[src/rtl/led_pattern_gen_if.sv]
// rtl/led_pattern_gen_if.sv - pattern select/pause inputs and LED/strobe outputs of led_pattern_gen
// speed is present only when LED_PATTERN_SPEED_SEL_EN is defined.
interface led_pattern_gen_if #(
    parameter int N_LED = 8
);
    logic [1:0]       mode;
    logic             pause;
    logic [N_LED-1:0] led;
    logic             step;
    logic             wrap;
`ifdef LED_PATTERN_SPEED_SEL_EN
    logic [1:0]       speed;

    modport master (output mode, pause, speed, input led, step, wrap);
    modport slave  (input mode, pause, speed, output led, step, wrap);
`else
    modport master (output mode, pause, input led, step, wrap);
    modport slave  (input mode, pause, output led, step, wrap);
`endif
endinterface

[src/rtl/led_pattern_gen.sv]
// rtl/led_pattern_gen.sv - parametrised LED pattern sequencer with clock-enable prescaler
// Optional LED_PATTERN_SPEED_SEL_EN: io.speed divides the step period by 2^speed.
module led_pattern_gen #(
    parameter int N_LED   = 8,
    parameter int CLK_HZ  = 50000000,
    parameter int STEP_HZ = 1
) (
    input  logic             clk,
    input  logic             rs,
    led_pattern_gen_if.slave io
);
    localparam int DIV = CLK_HZ / STEP_HZ;
    localparam int CW  = (DIV > 1) ? $clog2(DIV) : 1;
    localparam logic [N_LED-1:0] ONES = '1;

    typedef enum logic {FILL, DRAIN} phase_t;
    typedef enum logic {UP, DOWN} dir_t;

    logic [1:0]       mode_q, mode_d;
    logic [CW-1:0]    cnt_q, cnt_d, tc;
    phase_t           phase_q, phase_d, nxt_phase;
    dir_t             dir_q, dir_d, nxt_dir;
    logic [N_LED-1:0] led_q, led_d, nxt;
    logic             step_q, step_d, wrap_q, wrap_d;
    logic             tick, legal;

    function automatic logic [N_LED-1:0] init_of(input logic [1:0] m);
        return m[1] ? N_LED'(1) : '0;
    endfunction

    // true for values of the form 0..01..1 (including 0 and all-ones)
    function automatic logic low_mask(input logic [N_LED-1:0] v);
        return (v & (v + N_LED'(1))) == '0;
    endfunction

`ifdef LED_PATTERN_SPEED_SEL_EN
    logic [31:0] div_s;
    always_comb begin
        div_s = 32'(DIV) >> io.speed;
        tc    = (div_s > 32'd1) ? CW'(div_s - 32'd1) : '0;
    end
    assign tick = !io.pause && (cnt_q >= tc);
`else
    assign tc   = CW'(DIV - 1);
    assign tick = !io.pause && (cnt_q == tc);
`endif

    always_comb begin
        nxt       = led_q;
        nxt_phase = phase_q;
        nxt_dir   = dir_q;
        legal     = 1'b1;
        case (mode_q)
            2'd0: begin
                legal = low_mask(led_q);
                nxt   = (led_q == ONES) ? '0 : {led_q[N_LED-2:0], 1'b1};
            end
            2'd1: begin
                if (phase_q == FILL) begin
                    legal = low_mask(led_q) && (led_q != ONES);
                    nxt   = {led_q[N_LED-2:0], 1'b1};
                    if (nxt == ONES) nxt_phase = DRAIN;
                end else begin
                    legal = low_mask(~led_q) && (led_q != '0);
                    nxt   = {led_q[N_LED-2:0], 1'b0};
                    if (nxt == '0) nxt_phase = FILL;
                end
            end
            2'd2: begin
                legal = $onehot(led_q);
                nxt   = {led_q[N_LED-2:0], led_q[N_LED-1]};
            end
            default: begin
                legal = $onehot(led_q) && !(dir_q == UP && led_q[N_LED-1])
                        && !(dir_q == DOWN && led_q[0]);
                if (dir_q == UP) begin
                    nxt = led_q << 1;
                    if (nxt[N_LED-1]) nxt_dir = DOWN;
                end else begin
                    nxt = led_q >> 1;
                    if (nxt[0]) nxt_dir = UP;
                end
            end
        endcase
        // corrupted pattern state recovers to the mode's start value
        if (!legal) begin
            nxt       = init_of(mode_q);
            nxt_phase = FILL;
            nxt_dir   = UP;
        end
    end

    always_comb begin
        mode_d  = mode_q;
        cnt_d   = cnt_q;
        phase_d = phase_q;
        dir_d   = dir_q;
        led_d   = led_q;
        step_d  = 1'b0;
        wrap_d  = 1'b0;
        if (io.mode != mode_q) begin
            mode_d  = io.mode;
            cnt_d   = '0;
            phase_d = FILL;
            dir_d   = UP;
            led_d   = init_of(io.mode);
        end else if (tick) begin
            cnt_d   = '0;
            led_d   = nxt;
            phase_d = nxt_phase;
            dir_d   = nxt_dir;
            step_d  = 1'b1;
            wrap_d  = (nxt == init_of(mode_q));
        end else if (!io.pause) begin
            cnt_d = cnt_q + CW'(1);
        end
    end

    always_ff @(posedge clk) begin
        if (rs) begin
            mode_q  <= 2'd0;
            cnt_q   <= '0;
            phase_q <= FILL;
            dir_q   <= UP;
            led_q   <= '0;
            step_q  <= 1'b0;
            wrap_q  <= 1'b0;
        end else begin
            mode_q  <= mode_d;
            cnt_q   <= cnt_d;
            phase_q <= phase_d;
            dir_q   <= dir_d;
            led_q   <= led_d;
            step_q  <= step_d;
            wrap_q  <= wrap_d;
        end
    end

    assign io.led  = led_q;
    assign io.step = step_q;
    assign io.wrap = wrap_q;
endmodule

[src/flat_wrapper.sv]
// flat-port wrapper written by rule: the top's interface ports become plain ports
module led_pattern_gen_flat 
#(
    parameter int N_LED   = 8,
    parameter int CLK_HZ  = 50000000,
    parameter int STEP_HZ = 1
)
  (clk, rs, io_mode, io_pause, io_led, io_step, io_wrap);
  led_pattern_gen_if #(.N_LED(N_LED)) io_i ();
  input  logic clk;
  input  logic rs;
  input wire logic [$bits(io_i.mode)-1:0] io_mode;
  input wire logic [$bits(io_i.pause)-1:0] io_pause;
  output wire logic [$bits(io_i.led)-1:0] io_led;
  output wire logic [$bits(io_i.step)-1:0] io_step;
  output wire logic [$bits(io_i.wrap)-1:0] io_wrap;
  assign io_i.mode = io_mode;
  assign io_i.pause = io_pause;
  assign io_led = io_i.led;
  assign io_step = io_i.step;
  assign io_wrap = io_i.wrap;
  led_pattern_gen #(.N_LED(N_LED), .CLK_HZ(CLK_HZ), .STEP_HZ(STEP_HZ)) u_core (.clk(clk), .rs(rs), .io(io_i));
endmodule
[config.mk]
export PLATFORM = sky130hd
export DESIGN_NAME = led_pattern_gen_flat
export DESIGN_NICKNAME = d
export VERILOG_FILES = /design/src/rtl/led_pattern_gen_if.sv /design/src/rtl/led_pattern_gen.sv /design/src/flat_wrapper.sv
export SDC_FILE = /design/constraint.sdc
export NUM_CORES = 1
export LEC_CHECK = 0
export ABC_AREA = 1
export CAP_MARGIN = 20
export CORE_MARGIN = 8
export CORE_UTILIZATION = 50
export CTS_BUF_LIST = sky130_fd_sc_hd__clkbuf_8 sky130_fd_sc_hd__clkbuf_16
export DETAILED_ROUTE_END_ITERATION = 16
export PLACE_DENSITY = 0.71
export REMOVE_ABC_BUFFERS = 1
export SYNTH_ARGS = -nofsm -noshare
export SYNTH_HDL_FRONTEND = slang
export SYNTH_SLANG_ARGS = --single-unit
[constraint.sdc]
create_clock -name clk -period 7.7 [get_ports clk]
set_input_delay 0.77 -clock clk [delete_from_list [all_inputs] [get_ports clk]]
set_output_delay 0.77 -clock clk [all_outputs]
set_load 0.02 [all_outputs]
* Word-level counts from Yosys, hierarchy flattened
Index checks and enable logic that the tools add are counted.
** Word-level totals
- Output and inout port bits :: 10
- Input port bits :: 5
- Register bits :: 40
- Word-level logic and storage cells :: 77
** Operators by class
- Add/sub/neg operators :: 10
- Eq/ne operators :: 11
- Bitwise logic cells :: 5
- Reductions and logical operators :: 22
- Multiplexer cells :: 22
** Operators by type and width (number)
- 8-bit two-way mux :: 5
- 26-bit by 1-bit adder with 26-bit output, second input constant :: 1
- 26-bit equality test, second input constant :: 1
- 8-bit case mux with 3 select lines :: 1
- 8-bit by 1-bit adder with 8-bit output, second input constant :: 2
- 8-bit bitwise AND :: 2
- 8-bit logical NOT :: 2
- 1-bit two-way mux :: 15
- 4-bit adder :: 3
- 3-bit OR reduction :: 3
- 1-bit by 1-bit adder with 2-bit output :: 4
- 8-bit equality test :: 1
- 8-bit equality test, second input constant :: 1
- 8-bit inequality test, second input constant :: 1
- 8-bit NOT :: 1
- 8-bit nonzero test :: 1
- 7-bit equality test, second input constant :: 1
- 1-bit logical AND :: 7
- 7-bit logical NOT :: 1
- 4-bit by 1-bit equality test with 1-bit output, second input constant :: 1
- 2-bit inequality test, second input constant :: 2
- 2-bit AND reduction :: 2
- 1-bit logical NOT :: 3
- 1-bit case mux with 3 select lines :: 1
- 7 further kinds :: 8

* Depth between registers and ports, before layout
- Word-level depth :: 10
- Mapped depth :: 18
- Mapped depth without buffers :: 18

* Least setup slack after synthesis
OpenSTA, ideal clock, no wires.
- Path kind :: reg2reg
- Start point :: reg u_core.led_q[0], in the netlist u_core.io.led[0]
- End point :: reg u_core.wrap_q, in the netlist u_core.io.wrap
- Data arrival time :: 3.549 ns
- Data required time :: 7.636 ns
- Path buffers :: 0
- Cell stages (with the launch flop) :: 19
- Clock period less this slack :: 3.612 ns
- Setup slack :: 4.088 ns
- Library setup time :: 0.064 ns
- Cells stage by stage :: dfxtp_1 -> inv_1 -> ha_1 -> inv_1 -> fa_1 -> inv_1 -> fa_1 -> ha_1 -> fa_1 -> nor2_1 -> nand2_1 -> inv_1 -> o21ai_0 -> nand3_4 -> nand3b_1 -> nand2_1 -> nor2_1 -> nand2_1 -> nor2_1
** Between the ends
- Word-level cells in the longest chain between the ends :: 9
- Elaborated cells between the ends (all ways) :: 27
- Classes of those cells :: add/sub (5); eq/ne (4); mux (6); bitwise (3); reduce/logical (9)
** Ends and longest elaborated chain
- start: declaration :: RTL line led_pattern_gen.sv:23 : logic [N_LED-1:0] led_q, led_d, nxt;
- start signal: assignment :: RTL line led_pattern_gen.sv:133 : led_q <= led_d;
- 1-bit by 1-bit adder with 2-bit output (not written as such) or 8-bit NOT (tied branches) :: RTL line led_pattern_gen.sv:70, led_pattern_gen.sv:74, led_pattern_gen.sv:64
- 4-bit adder (not written as such) or 8-bit by 1-bit adder with 8-bit output (tied branches) :: RTL line led_pattern_gen.sv:70, led_pattern_gen.sv:74, led_pattern_gen.sv:33
- 4-bit adder (not written as such) or 8-bit bitwise AND (tied branches) :: RTL line led_pattern_gen.sv:70, led_pattern_gen.sv:74, led_pattern_gen.sv:33
- 4-bit by 1-bit equality test with 1-bit output or 8-bit logical NOT (tied branches) :: RTL line led_pattern_gen.sv:70, led_pattern_gen.sv:74, led_pattern_gen.sv:33
- 1-bit logical AND, on equally long branches :: RTL line led_pattern_gen.sv:74, led_pattern_gen.sv:64
- 1-bit logical AND or 1-bit two-way mux (tied branches) :: RTL line led_pattern_gen.sv:75, led_pattern_gen.sv:59
- 1-bit case mux with 3 select lines :: RTL line led_pattern_gen.sv:53 : case (mode_q)
- 8-bit two-way mux * :: RTL line led_pattern_gen.sv:86 : if (!legal) begin
- 8-bit equality test * :: RTL line led_pattern_gen.sv:113 : wrap_d = (nxt == init_of(mode_q));
- end signal: assignment :: RTL line led_pattern_gen.sv:135 : wrap_q <= wrap_d;
- end: declaration :: RTL line led_pattern_gen.sv:24 : logic step_q, step_d, wrap_q, wrap_d;
Every way passes the cells marked *; elsewhere a longest branch is shown, timed or not.
A chain may end at the register's enable or synchronous reset.

* Worst setup path in the final report
Ends and elaborated chain as after synthesis.

==> results_dict.tcl <==
set metrics [dict create \
    vias_per_cell 5.365 \
    yosysWarnings 0 \
    layout_setup_ws_ns 3.746 \
    irDropWorstVdd_uv 107.1 \
    path_common_cell "inv_1" \
    dr_total_vias 2806 \
    diodes 0 \
    multi_input_area_sq_um 1795 \
    ant_nets 0 \
    skew_ns 0.008985 \
    port_buffers 14 \
    cap_viol_max_count 0 \
    cts_buffers 5 \
    preCtsSetupSlack_ns 3.801 \
    drive_gt1_frac 0.08426 \
    cp-end-kind "flip-flop" \
    synth_area_leaders "dfxtp_1 28%, nand2_1 12%, inv_1 7.8%, nor2_1 7.3%, ha_1 6.1%" \
    hold_viol 0 \
    routed_wl_um 7168 \
    yosysSeqAreaShare 0.2768 \
    first_global_vias 2651 \
    power.density_nw_per_um2 138.3 \
    die_area_sq_um 8475 \
    rr_endpoint "u_core.io.wrap$_SDFF_PP0_" \
    area_growth_pct 10.47 \
    p_leak_uw 0.001302 \
    gp_congestion 1.039 \
    crit_buf_inv 4 \
    hpwl_um 5495 \
    clock_path_buffers 2 \
    antenna_found_initial 0 \
    route.detailed.drc 0 \
    syn_inst 435 \
    synth_top_area_cell "dfxtp_1" \
    fin_crit_ns 3.954 \
    grt_pass1_wl_um 12520 \
    cts_tree "built" \
    syn_area_per_cell_sq_um 6.650 \
    final_area_sq_um 3196 \
    final_max_slew_viol_count 0 \
    cp_max_fo 8 \
    max_stage_delay_ns 0.53 \
    die_h_um 92.06 \
    nFillCells 565 \
    row_count 27 \
    cts_hold_buffers 0 \
    required_ns 7.95 \
    slowest_stage "dfxtp_1" \
    cp.arrival_ns 4.21 \
    path_clk_slew_ns 0.09 \
    insertion_delay_ns 0.31 \
    core_area_sq_um 5540 \
    cp_top_family "adder cells" \
    tightest_slew_ns 0.5171 \
    worstPathCellList "inv_1 > ha_1 > inv_1 > fa_1 > inv_1 > fa_1 > ha_1 > fa_1 > nor2_1 > nand2_1 > inv_1 > o21ai_0 > nand3_4 > nand3b_1 > nand2_1 > nor2_1 > nand2_1 > nor2_1" \
    fp.dieW_um 92.06 \
    routedWlPerCell_um 13.71 \
    final_util 0.5768 \
    cts.repair.resized 0 \
    rsz0062_at_grt "no" \
    synth.ff_latch_count 40 \
    nNetsFinal 473 \
    drt-initial-drc-count 211 \
    timing.rr.start "u_core.io.led[0]$_SDFFE_PP0P_" \
    worstHoldStart "u_core.cnt_q[1]$_SDFFE_PP0N_" \
    cts.sinks 40 \
    seqCellArea_sq_um 800.8 \
    cts_htree_levels 2 \
    maxSlewHeadroom 0.6547 \
    setup-tns-final_ns 0 \
    crit_type "reg2reg" \
    grt-ovfl-total 0 \
    holdPathEnd "u_core.cnt_q[1]$_SDFFE_PP0N_" \
    hold_slack_ns 0.4859 \
    drt_first_pass_iters 5 \
    grt_max_degree 28 \
    ioPinCount 15 \
    start_util 0.5221 \
    syn_area_sq_um 2893 \
    setup_viol 0 \
    timing.final.crit_share 0.5136 \
    netlist.area_leader.share 0.2768 \
    grtUsageTotal 0.1780 \
    cp-start-kind "flip-flop" \
    synth_cell_types 33 \
    fmax_mhz 252.9 \
    reg2reg_slack_ns 3.75 \
    hold_path_depth 2 \
    status "complete, no violations" \
    worst-r2r-cell-count 18 \
    place_area_sq_um 3074 \
    cts_root_buffer "clkbuf_8" \
    cts_setup_buffers 0 \
    hp-class "reg2reg" \
]
==> cells in the mapped netlist <==
cell type  number
a221o_1         1
nand4_2         1
nand2_4         1
o22ai_1         7
nor3_1          9
nand3_2         1
o21a_1          1
nor2_2          3
nor4_2          1
a21oi_2         1
a21oi_1        27
nand2_1        93
inv_1          60
a22oi_1         1
nor3_2          3
or2_2           1
nor2_1         56
fa_1            4
nand3_4         1
nand2_2         5
dfxtp_1        40
nand4_1         9
o21ai_0        22
buf_6           2
nor2_4          4
ha_1           14
buf_4           3
nand3_1        34
clkbuf_1        1
o21bai_2        2
xor2_1          9
nand3b_1       12
inv_2           6
==> per-layer routing <==
layer  vias to the layer above  GRT usage  wire length (um)
met5                         -          0                 0
met4                         0    0.07248               107
met1                      1295     0.2466              3501
met3                        10    0.03993               447
li1                       1438          -                 -
met2                        63     0.2580              3112
==> power by group <==
group	leakage, uW	switching, uW	internal, uW
Combinational	0.000918	28.0	15.6
Sequential	0.000323	3.77	208
Clock	0.0000614	80.5	106
==> cell type report <==
| class | count | area share |
|---|---|---|
| clock buffers | 6 | 0.02584 |
| clock inverters | 2 | 0.01214 |
| inverters | 66 | 0.07753 |
| multi-input cells | 323 | 0.5619 |
| flip-flops and latches | 40 | 0.2506 |
| well taps | 72 | 0.02819 |
| repair buffers | 14 | 0.04385 |
==> worst reg2reg max path: cells and delay by family (launching register included) <==
kind	cells	cell delay, ns
adders and majority gates	5	1.86
and+or+nand+nor	8	0.76
DFF	1	0.53
buffers and inverters	4	0.43
AOI/OAI and AO/OA	1	0.29
==> how the worst max path moves through the flow <==
stage	depth (start not counted)	slack, ns	startpoint	to
2_1_floorplan	18	4.09	u_core.io.led[0]$_SDFFE_PP0P_	u_core.io.wrap$_SDFF_PP0_
3_3_place_gp	18	3.90	u_core.io.led[0]$_SDFFE_PP0P_	u_core.io.wrap$_SDFF_PP0_
3_5_place_dp	18	3.80	u_core.io.led[0]$_SDFFE_PP0P_	u_core.io.wrap$_SDFF_PP0_
4_1_cts	18	3.76	u_core.io.led[0]$_SDFFE_PP0P_	u_core.io.wrap$_SDFF_PP0_
5_1_grt	18	3.55	u_core.io.led[0]$_SDFFE_PP0P_	u_core.io.wrap$_SDFF_PP0_
6_report	18	3.75	u_core.io.led[0]$_SDFFE_PP0P_	u_core.io.wrap$_SDFF_PP0_
==> state kept, by name, indices dropped and copies added (netlist names) <==
register / count
u_core.io.led: 8
u_core.mode_q: 2
u_core.cnt_q: 26
u_core.dir_q: 1
u_core.io.wrap: 1
u_core.io.step: 1
u_core.phase_q: 1
==> layout by cell type, fill, tap and decap left out <==
cell type         n
nand2_4           1
nand4_2           1
nor2_1           56
inv_1            60
nand3_2           1
fa_1              4
inv_2             6
clkbuf_8          6
nor3_2            3
xor2_1            9
o22ai_1           7
o21a_1            1
nor2_2            3
nor2_4            4
nand3_4           1
o21ai_0          22
nand3_1          34
bufinv_16         1
clkdlybuf4s50_1  14
a21oi_2           1
a22oi_1           1
nand4_1           9
nand2_2           5
nand2_1          93
a21oi_1          27
nand3b_1         12
nor3_1            9
nor4_2            1
dfxtp_1          40
or2_2             1
ha_1             14
o21bai_2          2
clkinv_4          1
a221o_1           1
==> cells by family after synthesis <==
kind of cell | share of synthesized area
AO/OA/AOI/OAI | 0.1194
XOR/XNOR | 0.02725
adder cells (fa/ha/maj) | 0.08824
buffers and inverters | 0.1025
flip-flops | 0.2768
AND/OR/NAND/NOR | 0.3858
==> stage by stage <==
stage | power (uW) | instances
after floorplan | 246.5 | 429
after global placement | 258.9 | 515
after detailed placement | 259.7 | 515
after CTS | 446.5 | 523
after global routing | 461.2 | 523
final | 441.9 | 523
Note: power is estimated with default switching activity, not from simulation.
